[src/rtl/aes_inv_key_gen.sv]
// Inverse AES-128 key schedule: loads the last round key and walks back to round 0, one key per handshake.
// Optional round-key cache with replay is enabled by defining AES_INV_KEY_CACHE_EN.
module aes_inv_key_gen #(
  parameter int         NRND     = 10,
  parameter logic [7:0] RCON_LST = 8'h36
) (
  input  logic         clk,
  input  logic         rst,
  input  logic         start_i,
  input  logic [127:0] key_last_i,
  output logic [127:0] key_o,
  output logic [3:0]   rnd_o,
  output logic         key_valid_o,
  input  logic         key_ready_i,
  output logic         busy_o,
  output logic         done_o,
  output logic [31:0]  sub_o,
  input  logic [31:0]  sub_i
`ifdef AES_INV_KEY_CACHE_EN
  ,
  input  logic         reuse_i,
  output logic         cache_valid_o
`endif
);

  localparam logic [1:0] IDLE = 2'd0;
  localparam logic [1:0] EMIT = 2'd1;
  localparam logic [1:0] DONE = 2'd2;

  logic [1:0]   state;
  logic [127:0] key_reg;
  logic [3:0]   rnd;
  logic [7:0]   rcon;

  logic [31:0]  c0, c1, c2, c3, p0, p1, p2, p3, rot;
  logic [127:0] prev, load_key, next_key;
  logic         xfer, start_ok;

  function automatic logic [7:0] inv_xtime(input logic [7:0] r);
    return r[0] ? (((r ^ 8'h1b) >> 1) | 8'h80) : (r >> 1);
  endfunction

  // w[i-4] = w[i] ^ w[i-1] for the three non-leading words; the leading word undoes SubWord/Rcon.
  assign {c0, c1, c2, c3} = key_reg;
  assign p3   = c3 ^ c2;
  assign p2   = c2 ^ c1;
  assign p1   = c1 ^ c0;
  assign rot  = {p3[23:0], p3[31:24]};
  assign p0   = c0 ^ sub_i ^ {rcon, 24'h0};
  assign prev = {p0, p1, p2, p3};

  assign xfer     = (state == EMIT) && key_ready_i;
  assign start_ok = (state == IDLE) && start_i;

  assign key_o       = key_reg;
  assign rnd_o       = rnd;
  assign key_valid_o = (state == EMIT);
  assign busy_o      = (state != IDLE);
  assign done_o      = (state == DONE);

`ifdef AES_INV_KEY_CACHE_EN
  logic [127:0] cache [NRND+1];
  logic         reuse;

  assign load_key = (reuse_i && cache_valid_o) ? cache[NRND] : key_last_i;
  assign next_key = reuse ? cache[rnd - 4'd1] : prev;
  // Replay never touches the S-box so the shared unit stays quiet.
  assign sub_o    = reuse ? 32'h0 : rot;

  always_ff @(posedge clk or posedge rst) begin
    if (rst) begin
      reuse         <= 1'b0;
      cache_valid_o <= 1'b0;
    end else if (start_ok) begin
      reuse         <= reuse_i && cache_valid_o;
      cache_valid_o <= reuse_i && cache_valid_o;
    end else if (state == DONE) begin
      cache_valid_o <= 1'b1;
    end
  end

  always_ff @(posedge clk) begin
    if (xfer) cache[rnd] <= key_reg;
  end
`else
  assign load_key = key_last_i;
  assign next_key = prev;
  assign sub_o    = rot;
`endif

  always_ff @(posedge clk or posedge rst) begin
    if (rst) begin
      state   <= IDLE;
      key_reg <= '0;
      rnd     <= '0;
      rcon    <= '0;
    end else begin
      case (state)
        IDLE: if (start_ok) begin
          key_reg <= load_key;
          rnd     <= 4'(NRND);
          rcon    <= RCON_LST;
          state   <= EMIT;
        end
        EMIT: if (xfer) begin
          if (rnd != 4'd0) begin
            key_reg <= next_key;
            rnd     <= rnd - 4'd1;
            rcon    <= inv_xtime(rcon);
          end else begin
            state <= DONE;
          end
        end
        DONE:    state <= IDLE;
        default: state <= IDLE;
      endcase
    end
  end

endmodule

[config.mk]
export PLATFORM = sky130hd
export DESIGN_NAME = aes_inv_key_gen
export DESIGN_NICKNAME = d
export VERILOG_FILES = /design/src/rtl/aes_inv_key_gen.sv
export SDC_FILE = /design/constraint.sdc
export NUM_CORES = 1
export LEC_CHECK = 0
export ABC_AREA = 1
export ABC_CLOCK_PERIOD_IN_PS = 6200
export CORE_MARGIN = 3
export CORE_UTILIZATION = 50
export CTS_BUF_LIST = sky130_fd_sc_hd__clkbuf_2 sky130_fd_sc_hd__clkbuf_4 sky130_fd_sc_hd__clkbuf_8
export DETAILED_ROUTE_END_ITERATION = 6
export DONT_BUFFER_PORTS = 1
export MAX_ROUTING_LAYER = met4
export PLACE_DENSITY_LB_ADDON = 0.25
export SLEW_MARGIN = 10
export SYNTH_ARGS = -nofsm -noshare
export SYNTH_HDL_FRONTEND = slang
export SYNTH_SLANG_ARGS = --single-unit
[constraint.sdc]
create_clock -name clk -period 6.2 [get_ports clk]
set_input_delay 0.93 -clock clk [delete_from_list [all_inputs] [get_ports clk]]
set_output_delay 0.93 -clock clk [all_outputs]
set_load 0.03 [all_outputs]
==> results by group <==
Status
  – Status: completed

Clocking
  – Clk slew on worst S/H paths: 80 ps
  – Quantity of gates resized following cts: 0
  – Number of hold-repair buffers added at the cts stage: 0
  – Number of buffers added for setup after CTS: 0
  – TritonCTS clock tree: yes
  – Clk Latency, worst-skew pair: between 400 and 500 ps
  – TritonCTS buffer count: 17
  – Max clock buf depth: 2
  – H-Tree Depth: 4
  – Clock sink count: between 100 and 150
  – CTS Root Cell: sky130_fd_sc_hd__clkbuf_8

Die
  – Starting density of the core: 0.513
  – Die outline area: around 19000 sq um
  – Num rows: 47
  – Width of the die: approximately 140 microns
  – Vert. Die Dim: between 100 and 150 microns
  – Standard cell core area: 16600 sq um
  – Number of top-level pins: between 300 and 400

Timing
  – Share of the clock period used by the worst path: 0.568
  – Worst clock skew on the final layout: roughly 15 ps
  – Final setup violation count: 0
  – Actual slew at the worst max-slew pin: 1070 ps
  – RSZ-0062 raised after global routing: no
  – Headroom to the max-slew limit: 0.289
  – Slew Limit Fails: 0
  – PnR worst setup slack: 2680 ps
  – Setup tns final: 0 ps
  – Final hold violation count: 0
  – Time the final worst path needs with I/O delays and setup: approximately 3500 ps
  – F_max: about 280 MHz

Placed design
  – Gpl congestion: about 0.80
  – Worst slack at placement: 2590 ps
  – Count of buffers inserted at the top-level ports: 0
  – HPWL Detailed: around 15000 microns

Cells and area
  – Area added between synthesis and finish: 5.26%
  – Total Nets Final: between 1000 and 1500
  – Antenna Cells: 0
  – Fraction of final layout cells sized beyond drive strength 1: 0.135

GRT
  – Vias in the first global route: 6887
  – Gr ovfl total: 0
  – Global-route wire length before repair: between 30000 and 40000 microns
  – Maximum number of pins on one net before global-route repair: 110
  – Number of antenna violations at the first check in global routing: 0
  – Tot GR Track Use: 0.237

Setup path
  – Worst setup startpoint: state[0]
  – Required time of the critical path: between 6000 and 7000 ps
  – CP Class: register to register
  – Critical path destination: key_o[82]
  – Register-to-register path setup slack: approximately 2700 ps
  – Depth of the most critical reg-to-reg path: 11
  – Endpoint of the lowest-slack register-to-register path: key_o[82]
  – Arrival time of data at the critical path endpoint: slightly below 4000 ps
  – Crit path launch type: register
  – Worst R2R Start: state[0]
  – Maximum net fanout on the critical path: between 70 and 80
  – Crit end category: register

Synthesis
  – Synth Register Bits: about 140
  – Cell count after synthesis: 1248
  – Distinct cell type count of the synthesized netlist: 21
  – YS warnings: 0
  – Part of the Yosys area used for sequential elements: 0.416
  – Number of nets produced by synthesis: around 1400
  – Mean post-synth cell area: roughly 6.8 sq um
  – Netlist Area Pre-Place: 8540 sq um

Min path
  – Min-Delay Path Class: register to register

Detailed routing
  – Starting DRT DRC Count: slightly below 500
  – Antenna Nets Post-Route: 0
  – Per-cell via count in the routed design: about 5.2
  – Avg WL per Cell: 15.3 microns
  – Vias after detailed routing: approximately 7500
  – Wire length after detailed routing: about 22000 microns
  – Count of TritonRoute iterations in the first routing pass: 5
  – DR DRC count: 0

Job
  – Reported max-cap violation count: 0
-- final cells by class --
cell class	instances	area (sq um)
Clock buffer	21	283
Clock inverter	10	138
Fill cell	1594	7660
Inverter	36	141
Multi-Input combinational cell	1010	4550
Sequential cell	142	3550
Tap cell	220	275
Timing Repair Buffer	6	45.0
-- placed cells by master, fill, tap and decap left out, drive strengths merged --
cell / Yosys / routed
inv: 36 / 35
nand3: 109 / 109
o21ai: 76 / 76
clkbuf: 20 / 21
nand2: 658 / 658
nand3b: 1 / 1
nor2: 7 / 7
nand4: 1 / 1
bufinv: 0 / 3
clkinv: 0 / 6
or2: 120 / 120
clkinvlp: 0 / 2
ha: 2 / 2
a21oi: 2 / 2
buf: 40 / 6
dfrtp: 142 / 142
xor2: 34 / 34
-- state kept, by name, indices dropped and copies added (netlist names) --
name	cells
rcon	8
rnd_o	4
state	2
key_o	128
-- critical path: stages, from the launching register on --
cell and delay, ps:
sky130_fd_sc_hd__dfrtp_1 420, sky130_fd_sc_hd__inv_2 80, sky130_fd_sc_hd__nor2_4 70, sky130_fd_sc_hd__buf_4 530, sky130_fd_sc_hd__nand2_1 160, sky130_fd_sc_hd__nand2_1 110, sky130_fd_sc_hd__inv_2 60, sky130_fd_sc_hd__nand2_8 320
sky130_fd_sc_hd__clkinv_2 900, sky130_fd_sc_hd__buf_4 580, sky130_fd_sc_hd__nand2_1 100, sky130_fd_sc_hd__nand2_1 50
-- per-layer routing --
metal / routed length, microns / vias up / GRT usage
met5: 0 / - / -
met4: 409 / 0 / 0.0745
met1: 9120 / 3446 / 0.298
met3: 1950 / 31 / 0.0779
met2: 10600 / 273 / 0.366
li1: - / 3798 / -
-- stage by stage --
stage	instances	cell area (sq um)	hold WS (ps)	util
2_1_floorplan	1248	8540	453	-
3_3_place_gp	1414	8570	473	0.515
3_5_place_dp	1414	8570	482	0.515
4_1_cts	1445	8990	498	0.540
5_1_grt	1445	8990	548	0.540
6_report	1445	8990	500	0.540
-- kinds of logic (layout without fill, tap and decap cells) --
| logic type | count (synthesis) | count (layout) | synth area share |
|---|---|---|---|
| simple gates | 896 | 896 | 0.446 |
| flops | 142 | 142 | 0.416 |
| buf+inv | 96 | 73 | 0.0538 |
| compound gates | 78 | 78 | 0.0457 |
| xor+xnor | 34 | 34 | 0.0349 |
| fa+ha+maj | 2 | 2 | 0.00293 |
-- Yosys cell counts (all sizes together) --
cell	n	area share
clkbuf	20	0.0088
dfrtp	142	0.42
nand3	109	0.064
nand3b	1	0.00088
nor2	7	0.0034
or2	120	0.088
xor2	34	0.035
nand2	658	0.29
buf	40	0.029
nand4	1	0.00073
ha	2	0.0029
o21ai	76	0.045
a21oi	2	0.0012
inv	36	0.016
-- worst min path at each step --
stage / startpoint / endpoint / slack [ps] / cells after the start
floorplan: rcon[7] / rcon[7] / 450 / 2
global placement: rcon[7] / rcon[7] / 470 / 2
detailed placement: rcon[7] / rcon[7] / 480 / 2
CTS: rcon[7] / rcon[7] / 500 / 2
global route: rst / key_o[108] / 550 / 1
finish: rcon[7] / rcon[7] / 500 / 2
Power is not shown: default switching activity piles up to over one toggle a cycle in this logic, so the estimate is an artifact.
